File: config.mk
export PLATFORM = sky130hd
export DESIGN_NAME = pe_input_feeder
export DESIGN_NICKNAME = d
export VERILOG_FILES = /design/src/rtl/pe_input_feeder.sv
export SDC_FILE = /design/constraint.sdc
export NUM_CORES = 1
export LEC_CHECK = 0
export BUFFER_PORTS_ARGS = -buffer_cell sky130_fd_sc_hd__buf_2
export CAP_MARGIN = 30
export CORE_MARGIN = 4
export CORE_UTILIZATION = 50
export DETAILED_ROUTE_END_ITERATION = 12
export PLACE_DENSITY = 0.78
export SLEW_MARGIN = 25
export SYNTH_ARGS = -nofsm -noshare
export SYNTH_HDL_FRONTEND = slang
export SYNTH_SLANG_ARGS = --single-unit
File: constraint.sdc
create_clock -name i_clk -period 6 [get_ports i_clk]
set_input_delay 1.2 -clock i_clk [delete_from_list [all_inputs] [get_ports i_clk]]
set_output_delay 1.2 -clock i_clk [all_outputs]
set_load 0.01 [all_outputs]
File: src/rtl/pe_input_feeder.sv
// rtl/pe_input_feeder.sv - unpacks GLB words into a PE pixel stream with optional zero padding.
// Optional padding ports and states are enabled by defining PE_FEEDER_ZPAD_EN.
module pe_input_feeder #(
  parameter int DW   = 16,
  parameter int NPIX = 4,
  parameter int CNTW = 8
) (
  input  logic                 i_clk,
  input  logic                 i_rst_n,
  input  logic                 i_start,
  input  logic                 i_abort,
  input  logic [CNTW-1:0]      i_npix,
`ifdef PE_FEEDER_ZPAD_EN
  input  logic [3:0]           i_padL,
  input  logic [3:0]           i_padR,
`endif
  input  logic                 GLB_rdy,
  output logic                 GLB_ack,
  input  logic [DW*NPIX-1:0]   GLB_data,
  output logic                 Input_rdy,
  input  logic                 Input_ack,
  output logic [DW-1:0]        Input_data,
  output logic                 o_busy,
  output logic                 o_done
);

  localparam int SELW = (NPIX > 1) ? $clog2(NPIX) : 1;
  localparam int LOGN = $clog2(NPIX);
  localparam int WAW  = CNTW - LOGN + 1;
  localparam int WW   = DW * NPIX;

  typedef enum logic [2:0] {IDLE, PADL, STREAM, PADR, DONE} state_t;

  state_t          state_q, state_d;
  logic [CNTW-1:0] npix_q, npix_d;
  logic [CNTW-1:0] pad_cnt_q, pad_cnt_d;
  logic [CNTW-1:0] pix_cnt_q, pix_cnt_d;
  logic [WAW-1:0]  words_q, words_d;
  logic [SELW-1:0] sel_q, sel_d;
  logic [WW-1:0]   mem_q [2];
  logic [WW-1:0]   mem_d [2];
  logic            rd_ptr_q, rd_ptr_d;
  logic            wr_ptr_q, wr_ptr_d;
  logic [1:0]      count_q, count_d;

  logic [3:0]      padl_cfg, padr_cfg, start_padl, start_padr;

`ifdef PE_FEEDER_ZPAD_EN
  logic [3:0] padl_q, padl_d, padr_q, padr_d;
  assign padl_cfg   = padl_q;
  assign padr_cfg   = padr_q;
  assign start_padl = i_padL;
  assign start_padr = i_padR;
`else
  assign padl_cfg   = 4'd0;
  assign padr_cfg   = 4'd0;
  assign start_padl = 4'd0;
  assign start_padr = 4'd0;
`endif

  logic [CNTW:0]   npix_round;
  logic [WAW-1:0]  words_needed;
  logic            fifo_full, fifo_empty;
  logic [WW-1:0]   head;
  logic            glb_xfer, in_xfer, push, pop;
  logic            pad_last, pix_last, start_acc;
  logic [CNTW-1:0] pad_target;

  // Words needed per pass = ceil(npix / NPIX)
  assign npix_round   = {1'b0, npix_q} + (CNTW+1)'(NPIX - 1);
  assign words_needed = WAW'(npix_round >> LOGN);
  assign fifo_full    = (count_q == 2'd2);
  assign fifo_empty   = (count_q == 2'd0);
  assign head         = mem_q[rd_ptr_q];

  assign glb_xfer   = GLB_ack && GLB_rdy;
  assign in_xfer    = Input_rdy && Input_ack;
  assign pad_target = (state_q == PADR) ? CNTW'(padr_cfg) : CNTW'(padl_cfg);
  assign pad_last   = (pad_cnt_q == pad_target - CNTW'(1));
  assign pix_last   = (pix_cnt_q == npix_q - CNTW'(1));
  assign start_acc  = (state_q == IDLE) && i_start && !i_abort;
  assign push       = glb_xfer;
  assign pop        = (state_q == STREAM) && in_xfer &&
                      ((sel_q == SELW'(NPIX - 1)) || pix_last);

  always_ff @(posedge i_clk or negedge i_rst_n) begin
    if (!i_rst_n) state_q <= IDLE;
    else          state_q <= state_d;
  end

  // Zero-length phases are skipped in the same cycle they would be entered
  always_comb begin
    state_d = state_q;
    if (i_abort) begin
      state_d = IDLE;
    end else begin
      case (state_q)
        IDLE: if (i_start) begin
          if (start_padl != 4'd0)       state_d = PADL;
          else if (i_npix != '0)        state_d = STREAM;
          else if (start_padr != 4'd0)  state_d = PADR;
          else                          state_d = DONE;
        end
        PADL: if (in_xfer && pad_last) begin
          if (npix_q != '0)             state_d = STREAM;
          else if (padr_cfg != 4'd0)    state_d = PADR;
          else                          state_d = DONE;
        end
        STREAM: if (in_xfer && pix_last)
          state_d = (padr_cfg != 4'd0) ? PADR : DONE;
        PADR: if (in_xfer && pad_last) state_d = DONE;
        DONE: state_d = IDLE;
        default: state_d = IDLE;
      endcase
    end
  end

  always_comb begin
    GLB_ack    = 1'b0;
    Input_rdy  = 1'b0;
    Input_data = '0;
    o_busy     = (state_q != IDLE);
    o_done     = (state_q == DONE);
    case (state_q)
      PADL: begin
        Input_rdy = 1'b1;
        GLB_ack   = !fifo_full && (words_q < words_needed);
      end
      STREAM: begin
        Input_rdy  = !fifo_empty;
        Input_data = head[sel_q*DW +: DW];
        GLB_ack    = !fifo_full && (words_q < words_needed);
      end
      PADR: Input_rdy = 1'b1;
      default: ;
    endcase
  end

  always_comb begin
    npix_d    = npix_q;
    pad_cnt_d = pad_cnt_q;
    pix_cnt_d = pix_cnt_q;
    words_d   = words_q;
    sel_d     = sel_q;
    mem_d     = mem_q;
    rd_ptr_d  = rd_ptr_q;
    wr_ptr_d  = wr_ptr_q;
    count_d   = count_q;
`ifdef PE_FEEDER_ZPAD_EN
    padl_d    = padl_q;
    padr_d    = padr_q;
`endif
    if (i_abort || state_q == DONE) begin
      pad_cnt_d = '0;
      pix_cnt_d = '0;
      words_d   = '0;
      sel_d     = '0;
      rd_ptr_d  = 1'b0;
      wr_ptr_d  = 1'b0;
      count_d   = 2'd0;
    end else begin
      if (start_acc) begin
        npix_d = i_npix;
`ifdef PE_FEEDER_ZPAD_EN
        padl_d = i_padL;
        padr_d = i_padR;
`endif
      end
      if ((state_q == PADL || state_q == PADR) && in_xfer)
        pad_cnt_d = pad_last ? '0 : pad_cnt_q + CNTW'(1);
      if (state_q == STREAM && in_xfer) begin
        pix_cnt_d = pix_cnt_q + CNTW'(1);
        sel_d     = pop ? '0 : sel_q + SELW'(1);
      end
      if (push) begin
        mem_d[wr_ptr_q] = GLB_data;
        wr_ptr_d        = ~wr_ptr_q;
        words_d         = words_q + WAW'(1);
      end
      if (pop) rd_ptr_d = ~rd_ptr_q;
      case ({push, pop})
        2'b10:   count_d = count_q + 2'd1;
        2'b01:   count_d = count_q - 2'd1;
        default: count_d = count_q;
      endcase
    end
  end

  always_ff @(posedge i_clk or negedge i_rst_n) begin
    if (!i_rst_n) begin
      npix_q    <= '0;
      pad_cnt_q <= '0;
      pix_cnt_q <= '0;
      words_q   <= '0;
      sel_q     <= '0;
      mem_q[0]  <= '0;
      mem_q[1]  <= '0;
      rd_ptr_q  <= 1'b0;
      wr_ptr_q  <= 1'b0;
      count_q   <= 2'd0;
`ifdef PE_FEEDER_ZPAD_EN
      padl_q    <= 4'd0;
      padr_q    <= 4'd0;
`endif
    end else begin
      npix_q    <= npix_d;
      pad_cnt_q <= pad_cnt_d;
      pix_cnt_q <= pix_cnt_d;
      words_q   <= words_d;
      sel_q     <= sel_d;
      mem_q[0]  <= mem_d[0];
      mem_q[1]  <= mem_d[1];
      rd_ptr_q  <= rd_ptr_d;
      wr_ptr_q  <= wr_ptr_d;
      count_q   <= count_d;
`ifdef PE_FEEDER_ZPAD_EN
      padl_q    <= padl_d;
      padr_q    <= padr_d;
`endif
    end
  end

endmodule

* Yosys cells after proc, flatten, opt, wreduce, memory -nomap -nowiden
Cells that the tools add are included.
** Operators by class
- Eq/ne operators :: 14
- Muxes and demuxes :: 33
- Reductions and logical operators :: 32
- Bitwise gates (word level) :: 5
- Order comparisons :: 4
- Add/sub/neg operators :: 8
- Shift operators :: 1
** Operators with widths (count)
- 64-bit two-way mux :: 4
- 128-bit bitwise mux :: 1
- 64-bit demux with 1-bit select :: 1
- 64-bit by 7-bit variable part select with 16-bit output :: 1
- 8-bit two-way mux :: 5
- 3-bit two-way mux :: 7
- 8-bit by 1-bit adder with 8-bit output (second input constant) :: 2
- 16-bit two-way mux :: 1
- 8-bit nonzero test :: 2
- 7-bit two-way mux :: 2
- 3-bit one-hot mux with 4 select lines :: 1
- 1-bit logical AND :: 11
- 8-bit by 2-bit adder with 9-bit output (second input constant) :: 1
- 8-bit equality test :: 1
- 8-bit equality test (second input constant) :: 1
- 2-bit two-way mux :: 4
- 2-bit nonzero test :: 4
- 8-bit by 1-bit subtractor with 8-bit output (second input constant) :: 1
- 7-bit by 1-bit adder with 7-bit output (second input constant) :: 1
- 7-bit < comparator :: 1
- 2-bit equality test (second input constant) :: 3
- 3-bit by 2-bit equality test with 1-bit output (second input constant) :: 2
- 3-bit by 2-bit != test with 1-bit output (second input constant) :: 2
- 3-bit != test (second input constant) :: 2
- other kinds (20) :: 36
** Storage, ports and cells
- Input bits :: 78
- Register bits after elaboration :: 168
- Output and inout port bits :: 20
- Word-level logic and storage cells :: 108

* Depth between registers and ports, before layout
Gate-level depths: netlist of run 1.
- Word-level depth :: 9
- Depth in mapped cells :: 13
- Mapped depth without buffers :: 12

* Worst setup path after synthesis of run 1
Ideal clock, no wire load.
- Path type :: flip-flop to output port
- Start point :: register npix_q[0]
- End point :: output GLB_ack
- Data required time :: 4.800 ns
- Path slack :: 2.730 ns
- Stages on the path, launching flop included :: 11
- Buffers on the path :: 0
- Arrival :: 2.070 ns
- Path through :: dfrtp_1 -> inv_1 -> ha_1 -> nor2_1 -> and3_1 -> xnor2_1 -> ha_1 -> a21o_1 -> a21oi_1 -> o21ai_0 -> nor2_1
** Between the ends
- Cells in the longest elaborated chain, start to end :: 4
** Ends and longest elaborated chain
- start, declared :: line 35 : logic [CNTW-1:0] npix_q, npix_d;
- start signal, assigned :: line 206 : npix_q <= npix_d;
- 8-bit by 2-bit adder with 9-bit output :: line 70 : assign npix_round = {1'b0, npix_q} + (CNTW+1)'(NPIX - 1);
- 7-bit < comparator :: line 127, 132
- 1-bit logical AND :: line 127, 132
- 1-bit two-way mux
- end, declared :: line 18 : output logic GLB_ack,
No other way between the ends.

* Worst setup path in the final report of run 1
Same ends and word-level chain as after synthesis.

==> reports/metrics.csv, run 1 <==
metric;value;unit
Clock Skew;0.0101;ns
setup slack, reg-to-reg;1.96;ns
hold path cells;1;
H-Tree Depth;4;
number of diodes;0;
clock latency on the worst-skew pair;0.42;ns
Residual DRC;0;
layout cells sized above 1;40.7;%
vias;4962;
# Post-CTS Setup Buffers;0;
synthesis-stage register bit count;159;
Primary FF master, synth;dfrtp_1;
Via density;5.64;
fin crit period;4.09;ns
Design Power;3.32;mW
max-slew violations;0;
count of max-cap constraint violations;0;
Max Root-Sink Buffers;2;
synth unique cells;57;
row cnt;45;
Setup TNS;0;ns
Root Buffer;clkbuf_16;
effective utilization at floorplan;51.3;%
routability congestion estimate;0.853;
die area;0.0177;sq mm
1st-pass router iterations;4;
CTS tree;done;
fraction of registers with async set/reset;100;%
Final HPWL DP;12300;um
grt ovf;0;
Num CTS Buffers;17;
critical path type;flop to primary output;
Fill cells;1193;
synthesized area;0.00782;sq mm
Startpoint Class;flop;
I/O Pins;98;
Slew headroom;37.4;%
clock transition at the registers of the reported paths;0.06;ns
core area;0.0153;sq mm
R2R Path End;mem_q[44]$_DFFE_PN0P_;
Mapped Nets;652;
pwr/cell area;364;mW/mm^2
Max VDD drop;0.333;mV
first-pass GRT wire length;28100;um
Critical R2R Launch;npix_q[0]$_DFFE_PN0P_;
CP Capture Type;primary output;
cell count after synthesis;564;
hold_sp;mem_q[124]$_DFFE_PN0P_;
DR iter-0 viols;253;
area grow syn2layout;16.6;%
Yosys top cell area share;50.9;%
pin count of the biggest net entering global routing;75;
I/O Buffers;97;
period utilization;68.2;%
unrepaired setup endpoints after global routing;false;
fmax;244;MHz
Post-synth EDFFs;0;
antenna violations before repair;1;
Setup violations, final;0;
antenna-violating nets left;0;
critical-path maximum fanout;8;
yosys warns;0;
worst slew pin tran;0.939;ns
Worst Hold Path EP;mem_q[124]$_DFFE_PN0P_;
outcome;complete, no violations;
count leader, synth;dfrtp_1;
number of global-route vias before repair;5510;
cell accounting for the most synthesized area;dfrtp_1;
total global-route track usage;20.1;%
top cells by area, synth;dfrtp_1, mux2_2, mux4_2;
hold buffers post-CTS;0;
CTS Sinks;159;
Post-synth top cells;dfrtp_1, mux2_2, mux2_1, nor2_1, mux4_2;
reg2reg path depth;13;
HP Class;flop to flop;
Routed WL;17200;um
fin nets;745;
die height;133;um
CP arrival;2.89;ns
# resized after CTS;0;
Die X;133;um
Routed WL per cell;19.6;um
register area share after synthesis;50.9;%
leakage;4.13;nW
WP data required;4.80;ns
Syn Area/Cell;13.9;sq um
final hold vios;0;
[critical path, stage by stage (launching register included)]
cell and delay [ns]:
dfrtp_1 0.45, inv_1 0.09, ha_1 0.24, nor2_1 0.19
and3_1 0.22, nand3_1 0.09, ha_1 0.32, nand4_1 0.17
a211oi_4 0.42, nor2_1 0.13, buf_2 0.16
[metal layers]
metal | GRT usage, % | part of all wire [%] | wire [um]
met5 | 0 | 0.041 | 7
met4 | 7.14 | 2.1 | 358
met3 | 5.89 | 5.3 | 915
met2 | 35.8 | 52 | 8990
met1 | 23.2 | 40 | 6970
[kinds of logic (layout without fill, tap and decap cells)]
kind of cell,count (synthesis),after routing,share of synthesized area [%]
muxes,182,182,30.5
DFF,159,159,50.9
and+or+nand+nor,118,118,8.04
buffers and inverters,34,139,2.57
AOI/OAI and AO/OA,32,32,3.04
xor gates and xnor gates,29,29,3.34
adders and majority gates,10,10,1.60
[final cells by class]
cell class | instances | area (sq um) | area share (%)
multi-input cells | 371 | 3650 | 40.0
clock inverters | 10 | 175 | 1.92
flip-flops and latches | 159 | 3980 | 43.6
well taps | 211 | 264 | 2.89
inverters | 3 | 11.3 | 0.123
clock buffers | 21 | 460 | 5.05
repair buffers | 105 | 587 | 6.43
[flip-flops by register name, summed over array words and instances (netlist names)]
name	cells
mem_q	128
npix_q	8
pix_cnt_q	8
words_q	7
count_q	2
sel_q	2
state_q	2
rd_ptr_q	1
wr_ptr_q	1
[cells in the final DEF, fill, tap and decap left out, types with 5 or more instances in the layout]
cell type / netlist / routed
mux2_2: 91 / 91
dfrtp_1: 159 / 158
mux2i_1: 16 / 16
buf_2: 5 / 96
mux4_2: 32 / 32
buf_4: 6 / 5
mux2_1: 43 / 43
nor4_1: 5 / 5
ha_1: 10 / 10
nand3_1: 7 / 7
nand2_1: 15 / 15
nor2_1: 43 / 43
o21ai_0: 5 / 5
xnor2_1: 17 / 17
a21oi_1: 8 / 8
clkbuf_16: 0 / 17
nor3_1: 9 / 8
xor2_1: 11 / 11
and3_1: 6 / 6
[stage by stage]
step                setup slack, ns  cell area, sq um  cells  utilization, %  hold WS [ns]
floorplan                      2.73              7820    564               -         0.452
detailed placement             2.02              8460    847            55.4         0.470
CTS                            1.90              9090    878            59.6         0.483
global placement               2.19              8430    846            55.2         0.463
global route                   1.65              9130    880            59.8         0.494
finish                         1.91              9130    880            59.8         0.479
[how the worst max path moves through the flow]
stage	startpoint	endpoint	slack, ns	depth (start not counted)
after global routing	npix_q[0]$_DFFE_PN0P_	mem_q[44]$_DFFE_PN0P_	1.65	13
final	npix_q[0]$_DFFE_PN0P_	GLB_ack	1.91	10
after floorplan	npix_q[0]$_DFFE_PN0P_	GLB_ack	2.73	10
after detailed placement	npix_q[0]$_DFFE_PN0P_	mem_q[56]$_DFFE_PN0P_	2.02	13
after CTS	npix_q[0]$_DFFE_PN0P_	GLB_ack	1.90	10
after global placement	npix_q[0]$_DFFE_PN0P_	mem_q[57]$_DFFE_PN0P_	2.19	13
[report_power, final]
| part | internal, mW | leakage [nW] | switching [mW] |
|---|---|---|---|
| combinational | 0.386 | 1.77 | 0.274 |
| clock | 0.725 | 0.311 | 0.434 |
| sequential | 1.34 | 2.05 | 0.159 |
| total | 2.45 | 4.13 | 0.868 |
Note: power is estimated with default switching activity, not from simulation.
==> inputs of run 2 (changes only) <==
- ABC_AREA: unset -> 1
- PLACE_DENSITY: 0.78 -> 0.81
- clock period: 6 -> 3.65 ns (I/O delays scaled with it)
==> run 2 against run 1 <==
  * Wire length increased by 22%
  * Critical path depth is 4 higher
  * Sequential power rose by 91%
  * Critical endpoint unchanged
  * Non-clock buffer count is 10 higher
==> reports/metrics.csv, run 2 <==
metric;value;unit;change
outcome;complete, no violations;;unchanged
register area share after synthesis;49.5;%;was 50.9%
fin nets;1202;;was 745
CP Cell Sequence;inv_1 > ha_2 > inv_1 > nand2_1 > nor2_2 > nand3_1 > nor2_1 > nand2_1 > ha_1 > a21oi_1 > o21a_1 > nand3_1 > nor2_1 > buf_2;;was inv_1 > ha_1 > nor2_1 > and3_1 > nand3_1 > ha_1 > nand4_1 > a211oi_4 > nor2_1 > buf_2
top flop regs;mem_q x128, npix_q x8, pix_cnt_q x8;;unchanged
fin crit period;3.40;ns;
Die X;135;um;was 133 um
layout cells sized above 1;13.9;%;was 40.7%
cell accounting for the most synthesized area;dfrtp_1;;unchanged
die height;135;um;was 133 um
DR iter-0 viols;653;;was 253
worst setup margin;0.246;ns;was 1.91 ns
number of diodes;0;;unchanged
area grow syn2layout;14.7;%;was 16.6%
synth unique cells;31;;was 57
Routed WL per cell;15.7;um;was 19.6 um
effective utilization at floorplan;50.8;%;was 51.3%
Critical Path Max Stage Delay;0.36;ns;was 0.45 ns
Num CTS Buffers;17;;unchanged
most common cell after layout, fill and taps aside;nand2_1;;was dfrtp_1
largest family of logic cells by synthesized area;simple AND/OR/NAND/NOR gates;;was multiplexers
HP Class;input port to async pin;;was flop to flop
I/O Pins;98;;unchanged
WP data required;2.92;ns;was 4.80 ns
Setup TNS;0;ns;unchanged
yosys warns;0;;unchanged
max-slew violations;0;;unchanged
row cnt;46;;was 45
die area;0.0182;sq mm;was 0.0177 sq mm
CTS Sinks;159;;unchanged
number of global-route vias before repair;6929;;was 5510
Routed WL;21100;um;was 17200 um
Fill cells;1412;;was 1193
cell count after synthesis;1037;;was 564
max reg flops;128;;unchanged
clock latency on the worst-skew pair;0.43;ns;was 0.42 ns
mux share of post-synthesis cell area;0;%;was 30.5%
CTS tree;done;;unchanged
Root Buffer;clkbuf_16;;unchanged
gr busiest metal;met2;;unchanged
met2 Use GR;37.3;%;was 35.8%
Largest Register;mem_q;;unchanged
Syn Area/Cell;7.76;sq um;was 13.9 sq um
routability congestion estimate;0.963;;was 0.853
unrepaired setup endpoints after global routing;false;;unchanged
count of max-cap constraint violations;0;;unchanged
count leader, synth;nand2_1;;was dfrtp_1
1st-pass router iterations;5;;was 4
Final HPWL DP;14600;um;was 12300 um
Clock Skew;0.00850;ns;was 0.0101 ns
Post-Synth Simple-Gate Area;21.2;%;was 8.04%
Post-synth EDFFs;0;;unchanged
I/O Buffers;97;;unchanged
clock transition at the registers of the reported paths;0.06;ns;about the same
Max VDD drop;0.462;mV;was 0.333 mV
CP max stage cell;dfrtp_1;;unchanged
vias;7218;;was 4962
fraction of registers with async set/reset;100;%;unchanged
core area;0.0158;sq mm;was 0.0153 sq mm
Residual DRC;0;;unchanged
CP Capture Type;primary output;;unchanged
post-synthesis adder-cell area fraction;1.56;%;was 1.60%
most frequent cells in the layout;nand2_1, o21ai_0, dfrtp_1;;was dfrtp_1, buf_2, mux2_2
Max Root-Sink Buffers;2;;unchanged
Slew headroom;45.0;%;was 37.4%
pwr/cell area;722;mW/mm^2;was 364 mW/mm^2
reg2reg path depth;19;;was 13
total global-route track usage;23.8;%;was 20.1%
met3 usage;4.47;%;was 5.89%
Primary FF master, synth;dfrtp_1;;unchanged
worst slew pin tran;0.824;ns;was 0.939 ns
Place WS;0.357;ns;was 2.02 ns
fmax;294;MHz;
antenna-violating nets left;0;;unchanged
Yosys top cell area share;49.5;%;was 50.9%
final hold vios;0;;unchanged
grt ovf;0;;unchanged
synthesis-stage register bit count;159;;unchanged
Via density;5.38;;was 5.64
first-pass GRT wire length;34300;um;was 28100 um
H-Tree Depth;4;;unchanged
period utilization;93.3;%;
Post-synth top cells;nand2_1, dfrtp_1, o21ai_0;;was dfrtp_1, mux2_2, mux2_1, nor2_1, mux4_2
synthesized area;0.00805;sq mm;was 0.00782 sq mm
Synth Area in XOR/XNOR;1.31;%;was 3.34%
Setup violations, final;0;;unchanged
antenna violations before repair;0;;was 1
critical path type;flop to primary output;;unchanged
met1 global-route usage;32.4;%;was 23.2%
hold buffers post-CTS;0;;unchanged
leakage;4.57;nW;was 4.13 nW
CP arrival;2.67;ns;was 2.89 ns
Compound-Gate Fraction of Synth Area;17.6;%;was 3.04%
pin count of the biggest net entering global routing;78;;was 75
Mapped Nets;1125;;was 652
Startpoint Class;flop;;unchanged
critical-path maximum fanout;5;;was 8
top cells by area, synth;dfrtp_1, nand2_1, o21ai_0;;was dfrtp_1, mux2_2, mux4_2
==> run 2: cell count changes after synthesis, moves of 21 or more <==
cell,delta
a21oi_1,+74
inv_1,+105
nand2_1,+300
nand3_1,+35
o21ai_0,+154
mux2_2,-91
clkbuf_1,+21
mux2_1,-43
mux4_2,-32
==> run 2: layout make-up <==
| cell class | count | area (sq um) | area share [%] |
|---|---|---|---|
| well taps | 216 | 270 | 2.93 |
| clock inverters | 9 | 87.6 | 0.949 |
| inverters | 111 | 417 | 4.52 |
| repair buffers | 115 | 652 | 7.06 |
| multi-input cells | 710 | 3350 | 36.3 |
| flip-flops and latches | 159 | 3980 | 43.1 |
| clock buffers | 21 | 470 | 5.10 |
==> run 2: critical path: cells and delay by family (launching register included) <==
kind | cells | cell delay, ns
DFF | 1 | 0.36
buffers and inverters | 3 | 0.31
adders and majority gates | 2 | 0.51
and+or+nand+nor | 7 | 0.77
AOI/OAI and AO/OA | 2 | 0.29
==> run 2: metrics by stage <==
step	utilization [%]	hold WS, ns	area [sq um]	std cells	total power [mW]
6_report	58.3	0.347	9230	1341	6.67
3_3_place_gp	54.7	0.448	8660	1310	4.84
2_1_floorplan	-	0.434	8050	1037	4.27
4_1_cts	58.2	0.369	9220	1340	6.68
3_5_place_dp	54.7	0.453	8660	1310	4.96
5_1_grt	58.3	0.404	9230	1341	7.14
==> run 2: power breakdown <==
part | switching, mW | total [mW] | internal [mW]
combinational | 1.39 | 2.12 | 0.726
sequential | 0.341 | 2.86 | 2.51
clock | 0.706 | 1.69 | 0.984
total | 2.44 | 6.67 | 4.22
==> run 2: final timing paths <==
check	start	endpoint	slack (ns)
max in group asynchronous	i_rst_n	mem_q[71]$_DFFE_PN0P_	2.43
min in group i_clk	mem_q[73]$_DFFE_PN0P_	mem_q[73]$_DFFE_PN0P_	0.46
worst max-delay path	npix_q[0]$_DFFE_PN0P_	GLB_ack	0.25
worst max register to register	npix_q[0]$_DFFE_PN0P_	mem_q[46]$_DFFE_PN0P_	0.36
worst min register to register	mem_q[73]$_DFFE_PN0P_	mem_q[73]$_DFFE_PN0P_	0.46
worst min-delay path	i_rst_n	mem_q[116]$_DFFE_PN0P_	0.35
==> run 2: cell families (layout without fill, tap and decap cells) <==
kind of cell,Yosys count,count (layout)
XOR/XNOR,12,12
adder cells (fa/ha/maj),10,10
AND/OR/NAND/NOR,411,411
flip-flops,159,159
AO/OA/AOI/OAI,277,277
buffers and inverters,168,256
==> run 2: timing repair <==
action                                  CTS  global route
resized for setup                         0             2
endpoints found under the setup margin    0             4
setup buffers                             0             1
==> run 2: routing by layer <==
layer	share of wire, %	vias to the layer above
met5	0	-
met4	3.5	0
met3	5.5	50
met2	47	249
met1	44	3409
li1	-	3510
==> inputs of run 3 (changes only) <==
- CAP_MARGIN: 30 -> 20
- CELL_PAD_IN_SITES_DETAIL_PLACEMENT: unset -> 1
- CELL_PAD_IN_SITES_GLOBAL_PLACEMENT: unset -> 1
- CORE_UTILIZATION: 50 -> 39
- PLACE_DENSITY: 0.81 -> 0.84
==> run 3 against run 2 <==
  * Non-clock buffer count increased by 6
  * Cell count increased by 4.6%
  * Register-to-register slack got worse by 0.06 ns
  * Wire length increased by 19%
  * Worst hold slack got worse by 0.068 ns
  * Sequential share of layout area decreased by 0.81 points
  * Largest cell class unchanged
==> reports/metrics.csv, run 3 (same netlist as run 2, synthesis figures left out) <==
metric;value;unit;change
Critical R2R Launch;npix_q[0]$_DFFE_PN0P_;;unchanged
Critical Path Max Stage Delay;0.38;ns;was 0.36 ns
Bufs and invs on worst path;3;;unchanged
routability congestion estimate;0.877;;was 0.963
critical-path maximum fanout;5;;unchanged
Via density;5.27;;was 5.38
H-Tree Depth;4;;unchanged
fmax;280;MHz;was 294 MHz
most frequent cells in the layout;nand2_1, o21ai_0, dfrtp_1;;unchanged
unrepaired setup endpoints after global routing;true;;was false
Final HPWL DP;17000;um;was 14600 um
DR iter-0 viols;376;;was 653
Max Root-Sink Buffers;2;;unchanged
antenna-violating nets left;0;;unchanged
period utilization;97.9;%;was 93.3%
area grow syn2layout;16.9;%;was 14.7%
CP arrival;2.84;ns;was 2.67 ns
effective utilization at floorplan;39.8;%;was 50.8%
Die X;152;um;was 135 um
cell family with most CP delay;simple AND/OR/NAND/NOR gates;;unchanged
outcome;complete, no violations;;unchanged
I/O Pins;98;;unchanged
row cnt;52;;was 46
Largest Register;mem_q;;unchanged
CP max stage cell;dfrtp_1;;unchanged
clock latency on the worst-skew pair;0.44;ns;was 0.43 ns
Clock Skew;0.0146;ns;was 0.00850 ns
max reg flops;128;;unchanged
Design Power;6.87;mW;was 6.67 mW
1st-pass router iterations;5;;unchanged
die height;152;um;was 135 um
Critical path origin;npix_q[0]$_DFFE_PN0P_;;unchanged
Root Buffer;clkbuf_16;;unchanged
antenna violations before repair;0;;unchanged
fin crit period;3.57;ns;was 3.40 ns
post-route insts no fill;1403;;was 1341
Fill cells;2515;;was 1412
CTS tree;done;;unchanged
Routed WL per cell;17.9;um;was 15.7 um
final hold vios;0;;unchanged
Max VDD drop;0.383;mV;was 0.462 mV
layout cells sized above 1;14.6;%;was 13.9%
fin nets;1208;;was 1202
leakage;4.63;nW;was 4.57 nW
Routed WL;25100;um;was 21100 um
WP data required;2.92;ns;about the same
total global-route track usage;22.2;%;was 23.8%
CP Cell Sequence;inv_1 > ha_2 > inv_1 > nand2_1 > nor2_2 > nand3_1 > xor2_1 > ha_1 > a21oi_1 > o21a_1 > nand3_1 > nor2_1 > buf_2;;was inv_1 > ha_2 > inv_1 > nand2_1 > nor2_2 > nand3_1 > nor2_1 > nand2_1 > ha_1 > a21oi_1 > o21a_1 > nand3_1 > nor2_1 > buf_2
count of max-cap constraint violations;0;;unchanged
max-slew violations;0;;unchanged
pwr/cell area;730;mW/mm^2;was 722 mW/mm^2
first-pass GRT wire length;39600;um;was 34300 um
critical path type;flop to primary output;;unchanged
core area;0.0202;sq mm;was 0.0158 sq mm
Slew headroom;50.4;%;was 45.0%
I/O Buffers;97;;unchanged
number of global-route vias before repair;7547;;was 6929
HP Class;input port to async pin;;unchanged
most common cell after layout, fill and taps aside;nand2_1;;unchanged
worst slew pin tran;0.743;ns;was 0.824 ns
Setup violations, final;0;;unchanged
die area;0.0230;sq mm;was 0.0182 sq mm
vias;7391;;was 7218
Num CTS Buffers;17;;unchanged
placed cells;1362;;was 1310
clock transition at the registers of the reported paths;0.08;ns;was 0.06 ns
grt ovf;0;;unchanged
Residual DRC;0;;unchanged
number of diodes;0;;unchanged
pin count of the biggest net entering global routing;67;;was 78
CTS Sinks;159;;unchanged
top flop regs;mem_q x128, npix_q x8, pix_cnt_q x8;;unchanged
Startpoint Class;flop;;unchanged
CP Capture Type;primary output;;unchanged
-- run 3: cell types whose count changed in the layout (fill, tap and decap cells not counted), sizes merged --
cell	previous run	this run
buf	115	121
bufinv	1	0
clkbuf	21	17
clkinvlp	4	0
inv	110	121
-- run 3: routing by layer --
metal | global-route usage [%] | up-vias | share of wire (%)
met5 | 0 | - | 0
met4 | 7.95 | 0 | 3.2
met3 | 3.09 | 45 | 4.1
met2 | 38.1 | 168 | 50
met1 | 28.9 | 3653 | 43
li1 | - | 3525 | -
-- run 3: repair_timing --
item | 4_1_cts | 5_1_grt
pin swaps | 0 | 2
endpoints found under the setup margin | 1 | 65
resized for setup | 1 | 3
setup buffers | 0 | 9
hold buffers | 0 | 0
gates cloned | 0 | 0
-- run 3: cell type report --
class | count | area [sq um] | share of cell area, %
flip-flops and latches | 159 | 3980 | 42.3
multi-input cells | 710 | 3350 | 35.6
repair buffers | 121 | 747 | 7.94
clock buffers | 17 | 425 | 4.52
inverters | 111 | 419 | 4.46
well taps | 270 | 338 | 3.59
clock inverters | 15 | 145 | 1.54
-- run 3: path summary, 6_finish.rpt --
kind / end / slack, ns / cells after the start
setup / recovery: GLB_ack / 0.08 / 13
hold / removal: mem_q[14]$_DFFE_PN0P_ / 0.28 / 1
setup reg to reg: mem_q[127]$_DFFE_PN0P_ / 0.30 / 18
hold reg to reg: mem_q[74]$_DFFE_PN0P_ / 0.47 / 2
max in group asynchronous: npix_q[4]$_DFFE_PN0P_ / 2.57 / 2
min in group i_clk: mem_q[74]$_DFFE_PN0P_ / 0.47 / 2
-- run 3: report_power, final --
part	internal (mW)	switching, mW	total (mW)	leakage (nW)
clock	0.911	0.841	1.75	0.284
combinational	0.749	1.49	2.24	2.39
sequential	2.51	0.363	2.88	1.97
-- run 3: per-stage QoR --
step / instance area (sq um) / hold slack (ns) / setup TNS, ns / worst slack, ns / utilization (%)
final: 9410 / 0.279 / 0 / 0.0766 / 46.5
after detailed placement: 8730 / 0.454 / 0 / 0.218 / 43.2
after CTS: 9310 / 0.287 / 0 / 0.0127 / 46.0
after global routing: 9410 / 0.314 / -0.141 / -0.141 / 46.5
after floorplan: 8050 / 0.434 / 0 / 0.843 / -
after global placement: 8730 / 0.449 / 0 / 0.454 / 43.2
